### src/rtl/execute_stage_mc_if.sv
// EX stage bus: decode-side request, forwarding inputs and EX/MEM output.
// The master drives requests and out_ready; the slave is the EX stage.
interface execute_stage_mc_if #(
    parameter int XLEN    = 32,
    parameter int NUM_FWD = 2
);
    logic                    in_valid;
    logic                    in_ready;
    logic [XLEN-1:0]         pc;
    logic [XLEN-1:0]         reg_a;
    logic [XLEN-1:0]         reg_b;
    logic [XLEN-1:0]         imm;
    logic [3:0]              alu_op;
    logic [2:0]              funct3;
    logic                    is_jump;
    logic                    jump_conditional;
    logic                    is_muldiv;
    logic                    a_sel;
    logic                    b_sel;
    logic [4:0]              rs1;
    logic [4:0]              rs2;
    logic [4:0]              rd;
    logic                    reg_we;
    logic [NUM_FWD*XLEN-1:0] fwd_data;
    logic [NUM_FWD*5-1:0]    fwd_rd;
    logic [NUM_FWD-1:0]      fwd_we;
    logic                    out_valid;
    logic                    out_ready;
    logic [XLEN-1:0]         out_result;
    logic                    out_jump;
    logic                    out_reg_we;
    logic [4:0]              out_rd;

    modport master (
        output in_valid, pc, reg_a, reg_b, imm, alu_op, funct3,
        output is_jump, jump_conditional, is_muldiv, a_sel, b_sel,
        output rs1, rs2, rd, reg_we, fwd_data, fwd_rd, fwd_we, out_ready,
        input  in_ready, out_valid, out_result, out_jump, out_reg_we, out_rd
    );

    modport slave (
        input  in_valid, pc, reg_a, reg_b, imm, alu_op, funct3,
        input  is_jump, jump_conditional, is_muldiv, a_sel, b_sel,
        input  rs1, rs2, rd, reg_we, fwd_data, fwd_rd, fwd_we, out_ready,
        output in_ready, out_valid, out_result, out_jump, out_reg_we, out_rd
    );
endinterface

### src/rtl/execute_stage_mc.sv
// EX stage: forwarding, ALU/branch, EX/MEM register, optional iterative
// mul/div unit enabled by defining EXEC_MULDIV_EN.
module execute_stage_mc #(
    parameter int XLEN    = 32,
    parameter int NUM_FWD = 2
) (
    input logic              clk,
    input logic              rst_n,
    execute_stage_mc_if.slave bus
);
    localparam int SW = $clog2(XLEN);

    // alu_op: 0 add 1 sub 2 sll 3 slt 4 sltu 5 xor 6 srl 7 sra 8 or 9 and 10 passb
    localparam logic [3:0] ALU_ADD  = 4'd0;
    localparam logic [3:0] ALU_SUB  = 4'd1;
    localparam logic [3:0] ALU_SLL  = 4'd2;
    localparam logic [3:0] ALU_SLT  = 4'd3;
    localparam logic [3:0] ALU_SLTU = 4'd4;
    localparam logic [3:0] ALU_XOR  = 4'd5;
    localparam logic [3:0] ALU_SRL  = 4'd6;
    localparam logic [3:0] ALU_SRA  = 4'd7;
    localparam logic [3:0] ALU_OR   = 4'd8;
    localparam logic [3:0] ALU_AND  = 4'd9;
    localparam logic [3:0] ALU_PASB = 4'd10;

    logic [XLEN-1:0] fwd_a, fwd_b, op_a, op_b, alu_res;
    logic [SW-1:0]   shamt;
    logic            take, jump, free, accept, alu_load;
    logic            md_load, md_we;
    logic [4:0]      md_rd;
    logic [XLEN-1:0] md_res;

    logic            out_valid_q, out_jump_q, out_we_q;
    logic [XLEN-1:0] out_result_q;
    logic [4:0]      out_rd_q;

    // Lowest index is the youngest producer, so it is applied last.
    always_comb begin
        fwd_a = bus.reg_a;
        fwd_b = bus.reg_b;
        for (int i = NUM_FWD - 1; i >= 0; i--) begin
            if (bus.fwd_we[i] && bus.fwd_rd[i*5 +: 5] == bus.rs1 && bus.rs1 != 5'd0)
                fwd_a = bus.fwd_data[i*XLEN +: XLEN];
            if (bus.fwd_we[i] && bus.fwd_rd[i*5 +: 5] == bus.rs2 && bus.rs2 != 5'd0)
                fwd_b = bus.fwd_data[i*XLEN +: XLEN];
        end
    end

    assign op_a  = bus.a_sel ? fwd_a : bus.pc;
    assign op_b  = bus.b_sel ? bus.imm : fwd_b;
    assign shamt = op_b[SW-1:0];

    always_comb begin
        alu_res = '0;
        case (bus.alu_op)
            ALU_ADD:  alu_res = op_a + op_b;
            ALU_SUB:  alu_res = op_a - op_b;
            ALU_SLL:  alu_res = op_a << shamt;
            ALU_SLT:  alu_res = {{(XLEN-1){1'b0}}, $signed(op_a) < $signed(op_b)};
            ALU_SLTU: alu_res = {{(XLEN-1){1'b0}}, op_a < op_b};
            ALU_XOR:  alu_res = op_a ^ op_b;
            ALU_SRL:  alu_res = op_a >> shamt;
            ALU_SRA:  alu_res = $unsigned($signed(op_a) >>> shamt);
            ALU_OR:   alu_res = op_a | op_b;
            ALU_AND:  alu_res = op_a & op_b;
            ALU_PASB: alu_res = op_b;
            default:  alu_res = '0;
        endcase
    end

    always_comb begin
        take = 1'b0;
        case (bus.funct3)
            3'b000:  take = fwd_a == fwd_b;
            3'b001:  take = fwd_a != fwd_b;
            3'b100:  take = $signed(fwd_a) < $signed(fwd_b);
            3'b101:  take = $signed(fwd_a) >= $signed(fwd_b);
            3'b110:  take = fwd_a < fwd_b;
            3'b111:  take = fwd_a >= fwd_b;
            default: take = 1'b0;
        endcase
    end

    assign jump   = bus.is_jump & (~bus.jump_conditional | take);
    assign free   = ~out_valid_q | bus.out_ready;
    assign accept = bus.in_valid & bus.in_ready;

`ifdef EXEC_MULDIV_EN
    localparam logic [SW-1:0] LAST = SW'(XLEN - 1);

    typedef enum logic [1:0] {IDLE, MD_RUN, MD_DONE} state_t;
    state_t state_q, state_d;

    logic              md_start, sa, sb, neg_a, neg_b;
    logic [SW-1:0]     cnt_q;
    logic [2:0]        f3_q;
    logic              neg_a_q, neg_b_q, dz_q, we_q;
    logic [4:0]        rd_q;
    logic [XLEN-1:0]   hi_q, lo_q, opnd_q, orig_a_q;
    logic [XLEN-1:0]   mag_a, mag_b, div_sub, quo_s, rem_s;
    logic [XLEN:0]     mul_sum, div_ext;
    logic              div_ge;
    logic [2*XLEN-1:0] prod, prod_s;

    assign bus.in_ready = rst_n & (state_q == IDLE) & free;
    assign alu_load     = accept & ~bus.is_muldiv;
    assign md_rd        = rd_q;
    assign md_we        = we_q;

    always_ff @(posedge clk or negedge rst_n) begin
        if (!rst_n) state_q <= IDLE;
        else        state_q <= state_d;
    end

    always_comb begin
        state_d  = state_q;
        md_start = 1'b0;
        md_load  = 1'b0;
        case (state_q)
            IDLE: begin
                if (accept && bus.is_muldiv) begin
                    md_start = 1'b1;
                    state_d  = MD_RUN;
                end
            end
            MD_RUN: begin
                if (cnt_q == LAST) state_d = MD_DONE;
            end
            MD_DONE: begin
                if (free) begin
                    md_load = 1'b1;
                    state_d = IDLE;
                end
            end
            default: state_d = IDLE;
        endcase
    end

    // Signedness per funct3: mul 000/001 s*s, 010 s*u, 011 u*u; div even=signed.
    assign sa    = bus.funct3[2] ? ~bus.funct3[0] : (bus.funct3[1:0] != 2'b11);
    assign sb    = bus.funct3[2] ? ~bus.funct3[0] : ~bus.funct3[1];
    assign neg_a = sa & fwd_a[XLEN-1];
    assign neg_b = sb & fwd_b[XLEN-1];
    assign mag_a = neg_a ? -fwd_a : fwd_a;
    assign mag_b = neg_b ? -fwd_b : fwd_b;

    assign mul_sum = {1'b0, hi_q} + (lo_q[0] ? {1'b0, opnd_q} : '0);
    assign div_ext = {hi_q, lo_q[XLEN-1]};
    assign div_ge  = div_ext >= {1'b0, opnd_q};
    assign div_sub = div_ext[XLEN-1:0] - opnd_q;

    always_ff @(posedge clk or negedge rst_n) begin
        if (!rst_n) begin
            cnt_q    <= '0;
            f3_q     <= '0;
            neg_a_q  <= 1'b0;
            neg_b_q  <= 1'b0;
            dz_q     <= 1'b0;
            we_q     <= 1'b0;
            rd_q     <= '0;
            hi_q     <= '0;
            lo_q     <= '0;
            opnd_q   <= '0;
            orig_a_q <= '0;
        end else if (md_start) begin
            cnt_q    <= '0;
            f3_q     <= bus.funct3;
            neg_a_q  <= neg_a;
            neg_b_q  <= neg_b;
            dz_q     <= fwd_b == '0;
            we_q     <= bus.reg_we;
            rd_q     <= bus.rd;
            hi_q     <= '0;
            lo_q     <= bus.funct3[2] ? mag_a : mag_b;
            opnd_q   <= bus.funct3[2] ? mag_b : mag_a;
            orig_a_q <= fwd_a;
        end else if (state_q == MD_RUN) begin
            cnt_q <= cnt_q + 1'b1;
            if (!f3_q[2]) begin
                hi_q <= mul_sum[XLEN:1];
                lo_q <= {mul_sum[0], lo_q[XLEN-1:1]};
            end else if (div_ge) begin
                hi_q <= div_sub;
                lo_q <= {lo_q[XLEN-2:0], 1'b1};
            end else begin
                hi_q <= div_ext[XLEN-1:0];
                lo_q <= {lo_q[XLEN-2:0], 1'b0};
            end
        end
    end

    assign prod   = {hi_q, lo_q};
    assign prod_s = (neg_a_q ^ neg_b_q) ? -prod : prod;
    assign quo_s  = (neg_a_q ^ neg_b_q) ? -lo_q : lo_q;
    assign rem_s  = neg_a_q ? -hi_q : hi_q;

    always_comb begin
        md_res = '0;
        case (f3_q)
            3'b000:         md_res = prod_s[XLEN-1:0];
            3'b001, 3'b010,
            3'b011:         md_res = prod_s[2*XLEN-1:XLEN];
            3'b100, 3'b101: md_res = dz_q ? '1 : quo_s;
            default:        md_res = dz_q ? orig_a_q : rem_s;
        endcase
    end
`else
    logic unused_md;

    assign bus.in_ready = rst_n & free;
    assign alu_load     = accept;
    assign md_load      = 1'b0;
    assign md_rd        = '0;
    assign md_we        = 1'b0;
    assign md_res       = '0;
    assign unused_md    = bus.is_muldiv;
`endif

    always_ff @(posedge clk or negedge rst_n) begin
        if (!rst_n) begin
            out_valid_q  <= 1'b0;
            out_result_q <= '0;
            out_jump_q   <= 1'b0;
            out_we_q     <= 1'b0;
            out_rd_q     <= '0;
        end else if (alu_load) begin
            out_valid_q  <= 1'b1;
            out_result_q <= alu_res;
            out_jump_q   <= jump;
            out_we_q     <= bus.reg_we;
            out_rd_q     <= bus.rd;
        end else if (md_load) begin
            out_valid_q  <= 1'b1;
            out_result_q <= md_res;
            out_jump_q   <= 1'b0;
            out_we_q     <= md_we;
            out_rd_q     <= md_rd;
        end else if (bus.out_ready) begin
            out_valid_q  <= 1'b0;
        end
    end

    assign bus.out_valid  = out_valid_q;
    assign bus.out_result = out_result_q;
    assign bus.out_jump   = out_jump_q;
    assign bus.out_reg_we = out_we_q;
    assign bus.out_rd     = out_rd_q;
endmodule

### src/flat_wrapper.sv
// flat-port wrapper written by rule: the top's interface ports become plain ports
module execute_stage_mc_flat 
#(
    parameter int XLEN    = 32,
    parameter int NUM_FWD = 2
)
  (clk, rst_n, bus_in_valid, bus_pc, bus_reg_a, bus_reg_b, bus_imm, bus_alu_op, bus_funct3, bus_is_jump, bus_jump_conditional, bus_is_muldiv, bus_a_sel, bus_b_sel, bus_rs1, bus_rs2, bus_rd, bus_reg_we, bus_fwd_data, bus_fwd_rd, bus_fwd_we, bus_out_ready, bus_in_ready, bus_out_valid, bus_out_result, bus_out_jump, bus_out_reg_we, bus_out_rd);
  execute_stage_mc_if #(.XLEN(XLEN), .NUM_FWD(NUM_FWD)) bus_i ();
  input logic clk;
  input logic rst_n;
  input wire logic [$bits(bus_i.in_valid)-1:0] bus_in_valid;
  input wire logic [$bits(bus_i.pc)-1:0] bus_pc;
  input wire logic [$bits(bus_i.reg_a)-1:0] bus_reg_a;
  input wire logic [$bits(bus_i.reg_b)-1:0] bus_reg_b;
  input wire logic [$bits(bus_i.imm)-1:0] bus_imm;
  input wire logic [$bits(bus_i.alu_op)-1:0] bus_alu_op;
  input wire logic [$bits(bus_i.funct3)-1:0] bus_funct3;
  input wire logic [$bits(bus_i.is_jump)-1:0] bus_is_jump;
  input wire logic [$bits(bus_i.jump_conditional)-1:0] bus_jump_conditional;
  input wire logic [$bits(bus_i.is_muldiv)-1:0] bus_is_muldiv;
  input wire logic [$bits(bus_i.a_sel)-1:0] bus_a_sel;
  input wire logic [$bits(bus_i.b_sel)-1:0] bus_b_sel;
  input wire logic [$bits(bus_i.rs1)-1:0] bus_rs1;
  input wire logic [$bits(bus_i.rs2)-1:0] bus_rs2;
  input wire logic [$bits(bus_i.rd)-1:0] bus_rd;
  input wire logic [$bits(bus_i.reg_we)-1:0] bus_reg_we;
  input wire logic [$bits(bus_i.fwd_data)-1:0] bus_fwd_data;
  input wire logic [$bits(bus_i.fwd_rd)-1:0] bus_fwd_rd;
  input wire logic [$bits(bus_i.fwd_we)-1:0] bus_fwd_we;
  input wire logic [$bits(bus_i.out_ready)-1:0] bus_out_ready;
  output wire logic [$bits(bus_i.in_ready)-1:0] bus_in_ready;
  output wire logic [$bits(bus_i.out_valid)-1:0] bus_out_valid;
  output wire logic [$bits(bus_i.out_result)-1:0] bus_out_result;
  output wire logic [$bits(bus_i.out_jump)-1:0] bus_out_jump;
  output wire logic [$bits(bus_i.out_reg_we)-1:0] bus_out_reg_we;
  output wire logic [$bits(bus_i.out_rd)-1:0] bus_out_rd;
  assign bus_i.in_valid = bus_in_valid;
  assign bus_i.pc = bus_pc;
  assign bus_i.reg_a = bus_reg_a;
  assign bus_i.reg_b = bus_reg_b;
  assign bus_i.imm = bus_imm;
  assign bus_i.alu_op = bus_alu_op;
  assign bus_i.funct3 = bus_funct3;
  assign bus_i.is_jump = bus_is_jump;
  assign bus_i.jump_conditional = bus_jump_conditional;
  assign bus_i.is_muldiv = bus_is_muldiv;
  assign bus_i.a_sel = bus_a_sel;
  assign bus_i.b_sel = bus_b_sel;
  assign bus_i.rs1 = bus_rs1;
  assign bus_i.rs2 = bus_rs2;
  assign bus_i.rd = bus_rd;
  assign bus_i.reg_we = bus_reg_we;
  assign bus_i.fwd_data = bus_fwd_data;
  assign bus_i.fwd_rd = bus_fwd_rd;
  assign bus_i.fwd_we = bus_fwd_we;
  assign bus_i.out_ready = bus_out_ready;
  assign bus_in_ready = bus_i.in_ready;
  assign bus_out_valid = bus_i.out_valid;
  assign bus_out_result = bus_i.out_result;
  assign bus_out_jump = bus_i.out_jump;
  assign bus_out_reg_we = bus_i.out_reg_we;
  assign bus_out_rd = bus_i.out_rd;
  execute_stage_mc #(.XLEN(XLEN), .NUM_FWD(NUM_FWD)) u_core (.clk(clk), .rst_n(rst_n), .bus(bus_i));
endmodule
### config.mk
export PLATFORM = sky130hd
export DESIGN_NAME = execute_stage_mc_flat
export DESIGN_NICKNAME = d
export VERILOG_FILES = /design/src/rtl/execute_stage_mc_if.sv /design/src/rtl/execute_stage_mc.sv /design/src/flat_wrapper.sv
export SDC_FILE = /design/constraint.sdc
export NUM_CORES = 1
export LEC_CHECK = 0
export ABC_CLOCK_PERIOD_IN_PS = 2600
export BUFFER_PORTS_ARGS = -buffer_cell sky130_fd_sc_hd__clkbuf_2
export CORE_ASPECT_RATIO = 0.7
export CORE_MARGIN = 3
export CORE_UTILIZATION = 40
export DETAILED_ROUTE_END_ITERATION = 10
export GPL_TIMING_DRIVEN = 1
export HOLD_SLACK_MARGIN = 0.02
export REMOVE_ABC_BUFFERS = 1
export SKIP_LAST_GASP = 1
export SLEW_MARGIN = 20
export SYNTH_ARGS = -nofsm -noshare
export SYNTH_HDL_FRONTEND = slang
export SYNTH_SLANG_ARGS = --single-unit
### constraint.sdc
create_clock -name clk -period 2.6 [get_ports clk]
set_input_delay 0.26 -clock clk [delete_from_list [all_inputs] [get_ports clk]]
set_output_delay 0.26 -clock clk [all_outputs]
set_load 0.05 [all_outputs]
[Yosys cells after proc, flatten, opt, wreduce, memory -nomap -nowiden]
Cells that the tools add are included.
Word-level totals
  register bits after elaboration: 40
  bits in latches: 0
  bits in writable memories: 0
  ROM bits: 0
  input port bits: 236
  output and inout port bits: 41
  logic and storage cells: 70
  memories kept: 0
Operators by class
  add/sub/neg operators: 2
  multipliers: 0
  div/mod/pow operators: 0
  magnitude comparators: 6
  equality and inequality tests: 21
  shift operators: 3
  multiplexer cells: 10
  bitwise operators: 10
  reduce and logical (&&, ||, !) cells: 13
Operators with widths (number)
  one-hot mux 32 bit (11 select lines): 1
  2-to-1 mux 32 bit: 6
  less-than comparator 32 bit: 4
  greater-or-equal comparator 32 bit: 2
  adder 32 bit: 1
  bitwise AND 32 bit: 1
  equality test 32 bit: 1
  != test 32 bit: 1
  OR 32 bit: 1
  left shift 32 x 5 -> 32 bit: 1
  right shift 32 x 5 -> 32 bit: 1
  >>> shifter 32 x 5 -> 32 bit: 1
  subtractor 32 bit: 1
  bitwise XOR 32 bit: 1
  equality test 5 bit: 4
  equality test 4 x 3 -> 1 bit, second input constant: 4
  equality test 3 bit, second input constant: 4
  equality test 4 bit, second input constant: 3
  nonzero test 5 bit: 2
  equality test 4 x 2 -> 1 bit, second input constant: 2
  logical AND 1 bit: 8
  one-hot mux 1 bit (6 select lines): 1
  equality test 4 x 1 -> 1 bit, second input constant: 1
  zero test 4 bit: 1
  other kinds (7): 12

[Longest topological paths before layout]
Gate-level depths: netlist (run 1).
  depth after elaboration: 9
  gate-level depth with buffers: 23
  mapped depth without buffers: 21

[Least setup slack after synthesis (run 1)]
OpenSTA, ideal clock, no wires.
  kind: input-to-reg
  from: input port bus_rs2[2]
  to: register u_core.out_result_q[26] (netlist: u_core.bus.out_result[26])
  setup time: 0.082 ns
  arrival: 5.321 ns
  data required time: 2.518 ns
  path slack: -2.803 ns
  cell stages on the path: 23
  path buffers: 6
  cells stage by stage: or4_4 > or2_1 > nand3_1 > buf_2 > a221oi_1 > o31a_1 > buf_2 > buf_2 > buf_2 > clkbuf_1 > ha_1 > clkbuf_1 > nor2b_1 > o21ai_0 > nand2b_1 > a211oi_1 > o31ai_1 > a221oi_1 > or4_1 > a311oi_1 > a31o_2 > o32a_1 > a31oi_1
On the way
  longest elaborated chain between the ends: 8
  elaborated cells on any way between the ends: 19
  classes of those cells: add/sub (2); eq/ne (2); shift (3); mux (4); bitwise (3); reduce/logical (5)
Ends and longest elaborated chain
  from (decl): line flat_wrapper.sv:24  | input wire logic [$bits(bus_i.rs2)-1:0] bus_rs2;
  equality test 5 bit: line execute_stage_mc.sv:44  | if (bus.fwd_we[i] && bus.fwd_rd[i*5 +: 5] == bus.rs2 && bus.rs2 != 5'd0)
  logical AND 1 bit (2 in series): line execute_stage_mc.sv:44
  2-to-1 mux 32 bit: line execute_stage_mc.sv:44
  2-to-1 mux 32 bit (*): line execute_stage_mc.sv:44
  2-to-1 mux 32 bit (*): line execute_stage_mc.sv:50  | assign op_b = bus.b_sel ? bus.imm : fwd_b;
  subtractor 32 bit (tied with other cells): line execute_stage_mc.sv:57  | ALU_SUB: alu_res = op_a - op_b;
  one-hot mux 32 bit (11 select lines) (*): line execute_stage_mc.sv:55  | case (bus.alu_op)
  to (signal assigned): line execute_stage_mc.sv:228  | out_result_q <= alu_res;
  to (signal assigned): line execute_stage_mc.sv:234  | out_result_q <= md_res;
  to (decl): line execute_stage_mc.sv:34  | logic [XLEN-1:0] out_result_q;
Every way passes the cells marked *; elsewhere a longest branch is shown, timed or not.
A chain may end at the register's enable or synchronous reset.

[Final worst setup path (run 1)]
  from: input port bus_rs1[3]
  to: register u_core.out_result_q[0] (netlist: u_core.bus.out_result[0])
On the way
  longest elaborated chain between the ends: 8
  elaborated cells on any way between the ends: 21
  classes of those cells: add/sub (2); order compare (2); eq/ne (2); shift (3); mux (4); bitwise (3); reduce/logical (5)
Ends and longest elaborated chain
  from (decl): line flat_wrapper.sv:23  | input wire logic [$bits(bus_i.rs1)-1:0] bus_rs1;
  equality test 5 bit: line execute_stage_mc.sv:42  | if (bus.fwd_we[i] && bus.fwd_rd[i*5 +: 5] == bus.rs1 && bus.rs1 != 5'd0)
  logical AND 1 bit (2 in series): line execute_stage_mc.sv:42
  2-to-1 mux 32 bit: line execute_stage_mc.sv:42
  2-to-1 mux 32 bit (*): line execute_stage_mc.sv:42
  2-to-1 mux 32 bit (*): line execute_stage_mc.sv:49  | assign op_a = bus.a_sel ? fwd_a : bus.pc;
  subtractor 32 bit (tied with other cells): line execute_stage_mc.sv:57
  one-hot mux 32 bit (11 select lines) (*): line execute_stage_mc.sv:55
Marks and branches as above.

==> metrics.yaml, run 1 <==
status: "finished with violations"
violations: "negative setup slack"
insertion_delay_ps: 310
cpMaxStageDelayCell: "a2111o_1"
synthesis.area_um2: 14100
critPathLaunch: "bus_rs1[3]"
slew_headroom: 0.105
numCtsBuffers: 5
worst_r2r_path_depth: 10
fin_worst_skew_ps: 7.61
min_path_type: "primary input to asynchronous set/reset pin"
arrival_ps: 4900
seq_area_frac_synth: 0.0711
root_buffer: "clkbuf_16"
design_area_um2: 24200
drtAntennaViolNets: 0
grt_max_degree: 60
worst-path-stages: 25
slew_viol_final: 0
multi_input_area_um2: 13900
holdBufCountCts: 0
yosysWarningCount: 0
vdd_drop_max_v: 0.000316
io_buffers: 275
setup_slack_ps: -2110
die_w_um: 230
fillers: 2648
syn2layout_area_growth_pct: 71.8
setup_violations: 33
num_vias: 21600
drc: 0
htreeDepth: 2
wl_per_cell_um: 28.6
powerDensity_nw_per_um2: 399
die_h_um: 163
crit_buf_inv: 8
grt_remaining_overflow: 0
synth-main-ff-cell: "dfrtp_1"
grt_pass1_wl_um: 130000
io-pin-count: 277
clock-sinks: 40
worstPathRequired_ps: 2790
antenna_found_initial: 2
regArea_um2: 1000
syn_inst: 1868
dieArea_um2: 37500
drive_gt1_frac: 0.526
p_leak_nw: 11.3
async_flop_share: 1.00
crit_fanout: 5
nets: 3167
placed_area_um2: 20700
syn_area_per_cell_um2: 7.54
fin_crit_sh: 1.81
worst_path_dominant_cell_family: "compound AO/OA/AOI/OAI gates"
dp_hpwl_um: 71200
final_cells: 3267
worstSetupPathType: "primary input to register"
endpoint_kind: "register"
viasPerCell: 6.61
cts_tree: "built"
cpPeakStageDelay_ps: 580
drt-initial-drc-count: 3271
first_pass_iters: 6
fp-row-count: 56
rsz0062_at_grt: "true"
dpl.cell_count: 3155
min_period_ps: 4710
grt_pass1_vias: 20100
r2r-start: "u_core.bus.out_valid"
clkTransAtPathRegs_ps: 70
track_usage: 0.457
timing.final.hold_violations: 0
finalWeightedCongestion: 1.09
cap_violations: 0
ys_ff_latch: 40
synth_cell_types: 92
startpoint_type: "primary input"
start_util: 0.413
synth_enable_flop_cells: 0
cts_buffer_depth: 2
worst_path_most_repeated_cell: "buf_6"
drt_wl_total_um: 93400
fp.coreArea_um2: 34100
worst-slew-pin-transition_ps: 1330
fmax_mhz: 212
## power by group
| part | switching, W | internal [W] | leakage, nW |
|---|---|---|---|
| Clock | 0.000348 | 0.000509 | 0.0901 |
| Sequential | 0.0000905 | 0.000711 | 0.527 |
| Combinational | 0.00446 | 0.00353 | 10.7 |
## cell type report
| cell class | count | area share |
|---|---|---|
| Antenna cell | 1 | 0.000103 |
| Timing Repair Buffer | 1073 | 0.332 |
| Multi-Input combinational cell | 1560 | 0.576 |
| Clock buffer | 7 | 0.00631 |
| Clock inverter | 1 | 0.00124 |
| Tap cell | 464 | 0.0240 |
| Inverter | 121 | 0.0192 |
| Sequential cell | 40 | 0.0414 |
## cell usage in the layout, fill, tap and decap left out, drive strengths merged, types with 8 or more instances in the layout
cell	instances
nand3	29
nor2b	10
dfrtp	40
o21ai	109
buf	801
nand2	158
nor3	65
a21o	30
nor2	116
o41ai	37
o22ai	20
clkbuf	279
o211ai	21
inv	119
o221ai	28
a31oi	63
xnor2	34
mux2	25
mux2i	219
nand4	44
a221o	15
a311oi	8
ha	128
o21bai	10
or4	12
a22oi	16
a2111oi	8
a21oi	115
or2	12
nand2b	9
and2	12
nor4	12
xor2	9
a221oi	45
a211oi	27
o31ai	17
## repair_timing
action                     CTS  global route
pin swaps                   92           139
setup buffers               57            61
gates resized for setup    259           232
setup endpoints to repair   33            33
cloned                       5             1
## kinds of logic after synthesis
| group | share of synthesized area |
|---|---|
| AO/OA/AOI/OAI | 0.326 |
| XOR/XNOR | 0.0267 |
| adder cells (fa/ha/maj) | 0.117 |
| buffers and inverters | 0.0833 |
| flip-flops | 0.0711 |
| multiplexers | 0.206 |
| AND/OR/NAND/NOR | 0.170 |
## through the flow
step	setup WS (ps)	utilization	power (W)	TNS, ps	hold slack, ps
detailed placement	-3040	0.608	0.00708	-77510	483
CTS	-1910	0.666	0.00861	-53800	153
finish	-2110	0.709	0.00964	-58590	152
global placement	-2790	0.608	0.00703	-75130	468
global route	-2180	0.709	0.00990	-61160	175
floorplan	-4630	-	0.00382	-131170	-35.6
## registers in the layout, summed over array words and instances, names as in the netlist
name and flops:
u_core.bus.out_valid 1, u_core.bus.out_reg_we 1, u_core.bus.out_rd 5, u_core.bus.out_result 32
u_core.bus.out_jump 1
## Yosys cell counts (all sizes together), types with 29 or more instances
cell type / number / area [um2]
mux2i: 219 / 2500
nand2: 158 / 593
ha: 128 / 1600
inv: 119 / 452
nor2: 116 / 445
a21oi: 115 / 579
o21ai: 109 / 546
clkbuf: 84 / 315
nor3: 65 / 325
a31oi: 63 / 453
buf: 63 / 399
a221oi: 45 / 394
nand4: 44 / 275
dfrtp: 40 / 1000
o41ai: 37 / 407
xnor2: 34 / 298
a21o: 30 / 225
nand3: 29 / 145
## worst paths after layout
path,to,slack [ps]
setup / recovery,u_core.bus.out_result[0],-2110
hold reg to reg,u_core.bus.out_rd[2],510
setup reg to reg,u_core.bus.out_result[25],-390
max in group asynchronous,u_core.bus.out_result[28],2000
hold / removal,u_core.bus.out_rd[4],150
min in group clk,u_core.bus.out_reg_we,190
## routing by layer
layer  track usage  wire length (um)  part of all wire
met1         0.622             37300              0.40
met2         0.650             36700              0.39
met3         0.190             14500              0.16
met4         0.149              4960             0.053
met5             0                25           0.00027
(Power assumes the default switching activity.)
==> run 2, diff against run 1 <==
SETUP_SLACK_MARGIN = 0.5   (was not set)
==> run 2 against run 1 <==
The run still ends with negative setup slack left. Critical path depth is the same. Non-clock buffer count grew 25. Sequential cell count is the same. Design area grew 1.7%. Maximum frequency grew 1.5%. Cell count grew 0.77%. Worst hold slack lost 13 ps. Via count grew 1.5%. Clock-buffer cell count is the same. Register-to-register slack is essentially flat. Critical endpoint unchanged.
==> metrics.yaml, run 2 (synthesized netlist as in run 1, its figures left out) <==
io_buffers: 275  # unchanged
p_int_w: 0.00482  # +1.4%
min_period_ps: 4640  # -68.9 ps
setup_violations: 33  # unchanged
r2r_setup_slack_ps: -390  # about the same
status: "finished with violations"
endpoint_kind: "register"
viasPerCell: 6.66  # +0.71%
worstSetupPathType: "primary input to register"
fin_crit_sh: 1.79  # -0.0265
cts_tree: "built"
wl_per_cell_um: 29.0  # +1.3%
pwr-share-clk: 0.088  # about the same
p_comb_frac: 0.829  # about the same
regArea_um2: 1000  # unchanged
dieArea_um2: 37500  # unchanged
insertion_delay_ps: 310  # about the same
worst-slew-pin-transition_ps: 746  # -586 ps
fp.coreArea_um2: 34100  # unchanged
syn2layout_area_growth_pct: 74.8
slew_headroom: 0.500  # +0.395
grt_remaining_overflow: 0  # unchanged
fillers: 2586  # -2.3%
design_area_um2: 24600  # +1.7%
crit_fanout: 12  # +7
largest_register_ffs: 32  # unchanged
htreeDepth: 2  # unchanged
drive_gt1_frac: 0.530  # +0.00455
rsz0062_at_grt: "true"
clock-sinks: 40  # unchanged
arrival_ps: 4830  # -70 ps
multi_input_area_um2: 14000  # +0.21%
nets: 3192  # +0.79%
min_path_type: "primary input to asynchronous set/reset pin"
dp_hpwl_um: 71200  # unchanged
grt_pass1_vias: 20100  # +0.21%
clkTransAtPathRegs_ps: 70  # about the same
first_pass_iters: 6  # unchanged
grt_pass1_wl_um: 131000  # +0.26%
grt_max_degree: 60  # unchanged
cap_violations: 0  # unchanged
mostFrequentLayoutCell: "buf_4"
violations: "negative setup slack"
worstPathRequired_ps: 2790  # about the same
root_buffer: "clkbuf_16"
drt-initial-drc-count: 3445  # +5.3%
drt_wl_total_um: 95400  # +2.1%
finalWeightedCongestion: 1.09  # unchanged
place_ws_ps: -3040  # unchanged
powerDensity_nw_per_um2: 396  # -0.74%
cts_buffer_depth: 2  # unchanged
seqPwrFrac: 0.082  # about the same
slew_viol_final: 0  # unchanged
fmax_mhz: 215  # +1.5%
io-pin-count: 277  # unchanged
track_usage: 0.459  # +0.00220
drtAntennaViolNets: 0  # unchanged
holdBufCountCts: 0  # unchanged
placed_area_um2: 20700  # unchanged
die_w_um: 230  # unchanged
mostFrequentLayoutCells: "buf_4 (725), clkbuf_2 (270), mux2i_1 (161), nand2_1 (154)"
startpoint_type: "primary input"
vdd_drop_max_v: 0.000319  # +1.0%
start_util: 0.413  # unchanged
timing.final.hold_violations: 0  # unchanged
num_vias: 21900  # +1.5%
fin_worst_skew_ps: 8.70  # +1.09 ps
die_h_um: 163  # unchanged
finalPower_w: 0.00974  # +0.99%
p_leak_nw: 11.6  # +2.1%
drc: 0  # unchanged
antenna_found_initial: 4  # +2
fp-row-count: 56  # unchanged
p_sw_frac: 0.506  # -0.00221
setup_slack_ps: -2040  # +68.9 ps
numCtsBuffers: 5  # unchanged
switchingPower_w: 0.00492  # +0.55%
==> run 2: per-layer routing <==
layer | track usage | routed length (um)
met5 | 0 | 57
met1 | 0.622 | 37100
met4 | 0.142 | 5180
met2 | 0.653 | 37200
met3 | 0.200 | 15700
==> run 2: power by group through the flow <==
stage,Clock (W),Combinational [W],Sequential (W)
detailed placement,0,0.00628,0.000808
global route,0.000872,0.00832,0.000806
global placement,0,0.00622,0.000804
finish,0.000860,0.00808,0.000802
floorplan,0,0.00273,0.00109
CTS,0.000849,0.00700,0.000797
==> run 2: cell type report <==
type,instances,area share
multi-input combinational,1560,0.567
timing repair buffer,1098,0.342
sequential,40,0.0407
tap,464,0.0236
inverter,121,0.0191
clock buffer,7,0.00620
clock inverter,1,0.00122
antenna,1,0.000102
==> run 2: through the flow <==
stage / instances / utilization / hold WS (ps) / TNS (ps)
2_1_floorplan: 1721 / - / -35.6 / -131170
3_3_place_gp: 3155 / 0.608 / 468 / -75130
3_5_place_dp: 3155 / 0.608 / 483 / -77510
4_1_cts: 3218 / 0.669 / 153 / -54000
5_1_grt: 3291 / 0.721 / 176 / -62660
6_report: 3292 / 0.721 / 139 / -58740
==> run 2: final timing paths <==
check                      cells after the start                 start                         to
min in group clk                               2             bus_rd[2]       u_core.bus.out_rd[2]
hold reg to reg                                2   u_core.bus.out_jump        u_core.bus.out_jump
max in group asynchronous                      2                 rst_n  u_core.bus.out_result[15]
setup / recovery                              25            bus_rs1[1]   u_core.bus.out_result[0]
hold / removal                                 2                 rst_n   u_core.bus.out_result[0]
setup reg to reg                              10  u_core.bus.out_valid  u_core.bus.out_result[25]
==> run 2: timing repair <==
action,in CTS,in global routing
gates cloned,8,4
buffers inserted,47,69
resized for setup,271,233
pin swaps,100,111
endpoints found under the setup margin,33,33
==> run 2: critical path, stage by stage <==
cell and delay [ps]:
clkbuf_2 110, buf_4 140, xnor2_1 240, nand2_1 190
buf_4 250, o41ai_1 440, a31oi_2 190, mux2i_2 210
inv_2 100, ha_4 250, inv_2 70, a21oi_4 80
nor3_4 220, a211oi_4 110, o31ai_4 280, a221oi_4 130
buf_6 160, o22ai_4 120, o211ai_1 110, buf_4 160
buf_6 110, a2111o_1 460, buf_12 170, a22oi_2 170
o21ai_1 80
